File: src/rtl/clk_mon_pkg.sv
// Shared types and constants for the divided-clock ratio monitor.
package clk_mon_pkg;

    typedef enum logic [2:0] {
        IDLE,
        WAIT_EDGE,
        ACQUIRE,
        LOCKED,
        FAULT
    } state_t;

    localparam int ERR_CNT_W = 16;

    // States in which the period counter runs and measured periods are judged.
    function automatic logic is_measuring(input state_t s);
        return (s == ACQUIRE) || (s == LOCKED) || (s == FAULT);
    endfunction

endpackage

File: src/rtl/sync_ff.sv
// Multi-stage synchronizer bringing an asynchronous level into the clk domain.
module sync_ff #(
    parameter int STAGES = 2
) (
    input  logic clk,
    input  logic rst,
    input  logic d,
    output logic q
);

    logic [STAGES-1:0] sync;

    // NOTE: sequential state uses non-blocking assignments so every flop samples pre-edge values.
    always_ff @(posedge clk or posedge rst) begin
        if (rst) sync <= '0;
        else     sync <= {sync[STAGES-2:0], d};
    end

    assign q = sync[STAGES-1];

endmodule

File: src/rtl/clk_ratio_monitor.sv
// Measures the period of a divided clock in clk cycles and reports lock/fault against DIV_RATIO.
// Define CLK_MON_STATS_EN to add the saturating err_cnt statistics counter and port.
module clk_ratio_monitor
    import clk_mon_pkg::*;
#(
    parameter int DIV_RATIO   = 4,
    parameter int TOL         = 0,
    parameter int LOCK_CNT    = 4,
    parameter int SYNC_STAGES = 2,
    parameter int CNT_W       = 8
) (
    input  logic                 clk,
    input  logic                 rst,
    input  logic                 clk_in,
    input  logic                 en,
    output logic                 locked,
    output logic                 fault,
    output logic [CNT_W-1:0]     period,
    output logic                 period_vld
`ifdef CLK_MON_STATS_EN
    ,
    output logic [ERR_CNT_W-1:0] err_cnt
`endif
);

    localparam int GC_W = $clog2(LOCK_CNT + 1);
    localparam int LO_I = (DIV_RATIO > TOL) ? DIV_RATIO - TOL : 0;

    localparam logic [CNT_W-1:0] CNT_MAX     = '1;
    localparam logic [CNT_W-1:0] TIMEOUT_VAL = CNT_W'(2 * DIV_RATIO);
    localparam logic [CNT_W-1:0] GOOD_LO     = CNT_W'(LO_I);
    localparam logic [CNT_W-1:0] GOOD_HI     = CNT_W'(DIV_RATIO + TOL);
    localparam logic [GC_W-1:0]  GC_LOCK     = GC_W'(LOCK_CNT);
    localparam logic [GC_W-1:0]  GC_ONE      = GC_W'(1);

    state_t            state, state_nxt;
    logic [CNT_W-1:0]  cnt, cnt_nxt;
    logic [GC_W-1:0]   good_cnt, gc_nxt, gc_inc;
    logic              clk_in_s, clk_in_prev, rise;
    logic              active, good, timeout, ev_good, ev_bad;

    sync_ff #(.STAGES(SYNC_STAGES)) u_sync (
        .clk (clk),
        .rst (rst),
        .d   (clk_in),
        .q   (clk_in_s)
    );

    assign rise    = clk_in_s & ~clk_in_prev;
    assign active  = is_measuring(state);
    assign good    = (cnt >= GOOD_LO) && (cnt <= GOOD_HI);
    // An edge in the timeout cycle takes precedence; the period itself is then judged.
    assign timeout = active && !rise && (cnt == TIMEOUT_VAL);
    assign ev_good = active && rise && good;
    assign ev_bad  = (active && rise && !good) || timeout;
    assign gc_inc  = good_cnt + GC_ONE;

    // NOTE: every always_comb output gets a default first so no path can infer a latch.
    always_comb begin
        state_nxt = state;
        cnt_nxt   = cnt;
        gc_nxt    = good_cnt;
        if (!en) begin
            state_nxt = IDLE;
            cnt_nxt   = '0;
            gc_nxt    = '0;
        end else begin
            if (active) begin
                if (rise)                cnt_nxt = CNT_W'(1);
                else if (cnt != CNT_MAX) cnt_nxt = cnt + CNT_W'(1);
            end
            unique case (state)
                IDLE:      state_nxt = WAIT_EDGE;
                WAIT_EDGE: begin
                    if (rise) begin
                        state_nxt = ACQUIRE;
                        cnt_nxt   = CNT_W'(1);
                    end
                end
                ACQUIRE: begin
                    if (ev_good) begin
                        gc_nxt = gc_inc;
                        if (gc_inc == GC_LOCK) state_nxt = LOCKED;
                    end else if (ev_bad) begin
                        gc_nxt = '0;
                    end
                end
                LOCKED: begin
                    if (ev_bad) begin
                        state_nxt = FAULT;
                        gc_nxt    = '0;
                    end
                end
                FAULT: begin
                    if (ev_good) begin
                        state_nxt = ACQUIRE;
                        gc_nxt    = GC_ONE;
                    end
                end
                default:   state_nxt = IDLE;
            endcase
        end
    end

    always_ff @(posedge clk or posedge rst) begin
        if (rst) begin
            state       <= IDLE;
            cnt         <= '0;
            good_cnt    <= '0;
            clk_in_prev <= 1'b0;
            period      <= '0;
            period_vld  <= 1'b0;
            locked      <= 1'b0;
            fault       <= 1'b0;
        end else begin
            state       <= state_nxt;
            cnt         <= cnt_nxt;
            good_cnt    <= gc_nxt;
            clk_in_prev <= clk_in_s;
            period_vld  <= en && active && rise;
            if (en && active && rise) period <= cnt;
            locked      <= (state_nxt == LOCKED);
            fault       <= (state_nxt == FAULT);
        end
    end

`ifdef CLK_MON_STATS_EN
    // Cleared only by rst so statistics survive enable toggles.
    always_ff @(posedge clk or posedge rst) begin
        if (rst)                                     err_cnt <= '0;
        else if (en && ev_bad && (err_cnt != '1))    err_cnt <= err_cnt + ERR_CNT_W'(1);
    end
`endif

endmodule

File: config.mk
export PLATFORM = sky130hd
export DESIGN_NAME = clk_ratio_monitor
export DESIGN_NICKNAME = d
export VERILOG_FILES = /design/src/rtl/clk_mon_pkg.sv /design/src/rtl/sync_ff.sv /design/src/rtl/clk_ratio_monitor.sv
export SDC_FILE = /design/constraint.sdc
export NUM_CORES = 1
export LEC_CHECK = 0
export CORE_AREA = 2 2 77 50
export CTS_CLUSTER_SIZE = 10
export DETAILED_ROUTE_END_ITERATION = 6
export DIE_AREA = 0 0 79 52
export PLACE_DENSITY = 0.68
export SLEW_MARGIN = 20
export SYNTH_ARGS = -nofsm -noshare
export SYNTH_HDL_FRONTEND = slang
export SYNTH_HIERARCHICAL = 1
export SYNTH_SLANG_ARGS = --single-unit
File: constraint.sdc
create_clock -name clk -period 2.2 [get_ports clk]
set_input_delay 0.55 -clock clk [delete_from_list [all_inputs] [get_ports clk]]
set_output_delay 0.55 -clock clk [all_outputs]
set_load 0.005 [all_outputs]
# Yosys cells after proc, flatten, opt, wreduce, memory -nomap -nowiden
# Cells that the tools add are included.
# W data, S select, Z words.
# classes
addsub	2
n_lt_le_gt_ge	2
eq_ne	11
n_mux	18
bitwise_logic	2
n_reduce_logical	15
# op_table
cell	count
$mux W8	6
$mux W3	10
$pmux W3 S5	1
$eq A3 B2 Y1 const B	3
$eq A3 B3 Y1 const B	3
$pmux W3 S3	1
$add A8 B1 Y8 const B	1
$eq A8 B4 Y1 const B	1
$ge A8 B3 Y1 const B	1
$le A8 B3 Y1 const B	1
$logic_and A1 B1 Y1	8
$ne A8 B8 Y1 const B	1
$ne A4 B1 Y1 const B	1
$add A3 B1 Y3 const B	1
$eq A3 B1 Y1 const B	1
$logic_not A3 Y1	1
$logic_or A1 B1 Y1	3
$ne A3 B3 Y1 const B	1
$logic_not A1 Y1	2
$reduce_and A2 Y1	1
$and A1 B1 Y1	1
$not A1 Y1	1
# word_totals
regBits	28
output_inout_bits	11
elab_cells	59

# Logic depth before layout (Yosys ltp)
# depth
depth_word	10
ltp_mapped	6

# By module
# The synthesis kept the hierarchy.
# by_module_without_submodules
mod	instances	cells_each	area_per_inst_um2	seq_area_each_um2
clk_ratio_monitor	1	139	1416.4	650.6
sync_ff	1	3	53.8	50.0

# Worst setup path before layout
# OpenSTA, ideal clock, no wires.
# synth_path
path_type	register -> register
start	register cnt[0]
end	register good_cnt[0]
setup_time_ns	0.131
arrival_ns	1.845
path_slack_ns	0.224
path_stages_with_launch	7
n_path_buf	0
synth_period_minus_slack_ns	1.976
path_cell_list	dfrtp_1 inv_1 ha_1 or4b_4 nor4_4 a211oi_1 or3b_1
# synth_between
elab_chain_len	9
elab_cells_between_ends	15
classes_between	2 x order compare; 2 x eq/ne; 4 x mux; 7 x reduce/logical
# synth_rtl
item	line	source
start, declared	clk_ratio_monitor.sv:37	logic [CNT_W-1:0] cnt, cnt_nxt;
start signal, assigned	clk_ratio_monitor.sv:117	cnt <= cnt_nxt;
$ge A8 B3 Y1 / $le A8 B3 Y1 (equally long branches)	clk_ratio_monitor.sv:51	assign good = (cnt >= GOOD_LO) && (cnt <= GOOD_HI);
$logic_and A1 B1 Y1	clk_ratio_monitor.sv:51	
$logic_not A1 Y1	clk_ratio_monitor.sv:55	assign ev_bad = (active && rise && !good) || timeout;
$logic_and A1 B1 Y1	clk_ratio_monitor.sv:55	
$logic_or A1 B1 Y1	clk_ratio_monitor.sv:55	
$mux W3	n/a	
$mux W3	clk_ratio_monitor.sv:81	if (ev_good) begin
$pmux W3 S3	clk_ratio_monitor.sv:72	unique case (state)
$mux W3	clk_ratio_monitor.sv:63	if (!en) begin
end signal, assigned	clk_ratio_monitor.sv:118	good_cnt <= gc_nxt;
end, declared	clk_ratio_monitor.sv:38	logic [GC_W-1:0] good_cnt, gc_nxt, gc_inc;
# Parallel ways exist; a longest one is shown, timed or not.
# A chain may end at the register's enable or synchronous reset.

# Worst setup path in the final report
# layout_path
start	register state[0]
end	register cnt[6]
# layout_between
elab_chain_len	7
elab_cells_between_ends	10
classes_between	4 x eq/ne; 4 x mux; 2 x reduce/logical
# layout_rtl
item	line	source
start, declared	clk_ratio_monitor.sv:36	state_t state, state_nxt;
start signal, assigned	clk_ratio_monitor.sv:116	state <= state_nxt;
$eq A3 B2 Y1	clk_mon_pkg.sv:16	return (s == ACQUIRE) || (s == LOCKED) || (s == FAULT);
$logic_or A1 B1 Y1 (2 in series)	clk_mon_pkg.sv:16	
$mux W8	clk_ratio_monitor.sv:68	if (active) begin
$mux W8	clk_ratio_monitor.sv:75	if (rise) begin
$mux W8 *	clk_ratio_monitor.sv:72	
$mux W8 *	clk_ratio_monitor.sv:63	
named net cnt_nxt[6]	clk_ratio_monitor.sv:37	
# Mark *: on every way through the listed nets, which the timed path passes. The rest lies on a longest branch.

==> results.txt <==
gp weighted congestion = 0.851
Post-Syn Nets = 150
commonest cells in the netlist = 28 x dfrtp_1, 11 x nand2_1, 10 x a21oi_1, 10 x inv_1, 8 x mux2_2
status = finished clean
PostCTS Resize Cnt = 0
Hold Path End = u_sync/sync[1]
Pwr per Cell Area = 536 nW/um2
hpwl dp = 2.44 mm
share of cells above drive strength 1 = 15.2%
VDD IR max = 0.000256 V
HP Class = reg -> reg
DRC viols = 0
core area = 3450 um2
CTS Buf Count = 3
Distinct cells, synth = 43
clock latency at the later pin of the worst-skew pair = 0.28 ns
R2R cell count = 4
Post-Syn Instances = 142
Main synth FF type = dfrtp_1
Detailed Routing Iterations Pass 1 = 5
max-cap violations = 0
IO Port Bufs = 14
Slew Limit Headroom = 54.8%
Clock Pin Slew Worst Setup and Hold Paths = 0.09 ns
Final min period = 2.13 ns
WHS = 0.365 ns
area of the multi-input gates = 726 um2
die span in x = 79 um
EDFF count, synth = 0
Tcrit/Tclk final = 96.7%
critical path cell sequence = or3b_1 -> a2111oi_0 -> o21ai_0 -> a31oi_1
register area share after synthesis = 47.7%
asr flop ratio synth = 100%
drt total wl = 3.32 mm
vias in the first global route = 1118
Fin. Hold Viols = 0
cell with the most instances after synthesis = dfrtp_1
Seq cells post-synth = 28
Antenna Cells = 0
Initial DRC Count = 130
reg2reg end = cnt[6]
CP Launch Type = flip-flop
Area growth syn-to-layout = 21.3%
crit-path max FO = 8
Pwr Total = 0.956 mW
remaining global-route overflow = 0
top sig layer = met4
metal2 WL = 1.49 mm
initial antenna violation count = 0
crit-path max cell delay = 0.67 ns
highest-delay cell along the critical path = a2111oi_0
site row count = 17
Die ar. = 4110 um2
setup bufs post-CTS = 0
Worst Tran Pin Value = 0.660 ns
Required @ worst endpoint = 2.40 ns
type of the worst setup path = reg -> reg
H-tree levels = 1
nets = 173
Worst Skew = 0.00364 ns
CTS Sinks = 28
Worst Hold Launch = u_sync/sync[0]
CTS tree = yes
Slew Viols, Final = 0
Mapped Area = 1470 um2
Max Fclk = 0.470 GHz
# setup viols final = 0
CTS max path bufs = 2
average size of a mapped cell = 10.4 um2
worst hold stages = 0
Vias = 1246
beginning of the worst register-to-register path = state[0]
Worst EP arrival = 2.33 ns
met3 routed WL = 347 um
Critical Path End Type = flip-flop
met1 wire length = 1.41 mm
Pleak = 0.771 nW
dominant cell type by area after synthesis = dfrtp_1
Reg area = 701 um2
Via density = 5.91
die span in y = 52 um
CTS root buf = clkbuf_8
top cell type's share of synthesized area = 47.7%
yosys warns = 6
Tot GR Track Use = 17.8%
dominant cells by area after synthesis = dfrtp_1 48%, mux2_2 6.1%, a21oi_1 3.4%
first-pass GRT wire length = 5.51 mm
FF-to-FF setup slack = 0.07 ns
pin count of the biggest net entering global routing = 27
fill cell total of the finished layout = 322
I/O Pins = 15
WL/cell = 15.7 um
Detail Route Antenna Nets = 0
CTS Hold Buffers Added = 0
Initial Util = 42.7%
cells by family after synthesis:
| group | count (synthesis) | synth area share, % |
|---|---|---|
| muxes | 8 | 6.13 |
| DFF | 28 | 47.7 |
| adders and majority gates | 4 | 3.40 |
| AOI/OAI and AO/OA | 37 | 17.5 |
| and+or+nand+nor | 50 | 20.7 |
| buffers and inverters | 13 | 3.40 |
| xor gates and xnor gates | 2 | 1.19 |
how the worst max path moves through the flow:
stage / startpoint / end / slack, ns / depth (start not counted)
after floorplan: cnt[0] / good_cnt[0] / 0.22 / 6
after global placement: en / period[2] / 0.19 / 5
after detailed placement: cnt[0] / good_cnt[0] / 0.11 / 6
after CTS: cnt[0] / good_cnt[0] / 0.05 / 6
after global routing: cnt[0] / good_cnt[1] / -0.001 / 6
final: state[0] / cnt[6] / 0.07 / 4
routing by layer:
| metal | track usage [%] | vias up |
|---|---|---|
| li1 | - | 576 |
| met2 | 28.0 | 82 |
| met5 | 0 | - |
| met3 | 5.03 | 9 |
| met4 | 5.75 | 0 |
| met1 | 23.9 | 579 |
final cells by class:
type	count	share of cell area (%)
Timing Repair Buffer	21	11.5
Tap cell	47	3.30
Clock buffer	4	3.09
Sequential cell	28	39.3
Inverter	10	2.11
Multi-Input combinational cell	101	40.7
metrics by stage:
stage                     cells  utilization (%)  setup slack, ns  area, um2  TNS (ns)
after global placement      207             50.0            0.190       1720         0
after detailed placement    207             50.0            0.106       1720         0
after floorplan             142                -            0.224       1470         0
final                       211             51.7           0.0720       1780         0
after global routing        211             51.7         -0.00137       1780  -0.00137
after CTS                   211             51.6           0.0521       1780         0
critical path: cells and delay by family (launching register included):
kind	cells	cell delay, ns
compound gates	3	1.01
flops	1	0.51
simple gates	1	0.54
cells in the final DEF (no fill, tap or decap), drive strengths merged, types with 5 or more instances in the layout:
master,count
dfrtp,28
clkdlybuf4s50,14
nand2,11
inv,10
a21oi,10
mux2,8
o21ai,7
buf,7
nand3,6
nor2,5
report_power, final:
part	internal [mW]	switching, mW	leakage, nW
registers	0.525	0.0124	0.381
logic	0.0433	0.0577	0.361
clock network	0.160	0.157	0.0288
total	0.729	0.227	0.771
registers in the layout, indices dropped and copies added, names as in the netlist:
name	flops
state	3
clk_in_prev	1
cnt	8
u_sync/sync	2
good_cnt	3
locked	1
fault	1
period_vld	1
period	8
No activity file was read; power rests on OpenSTA's default activity.
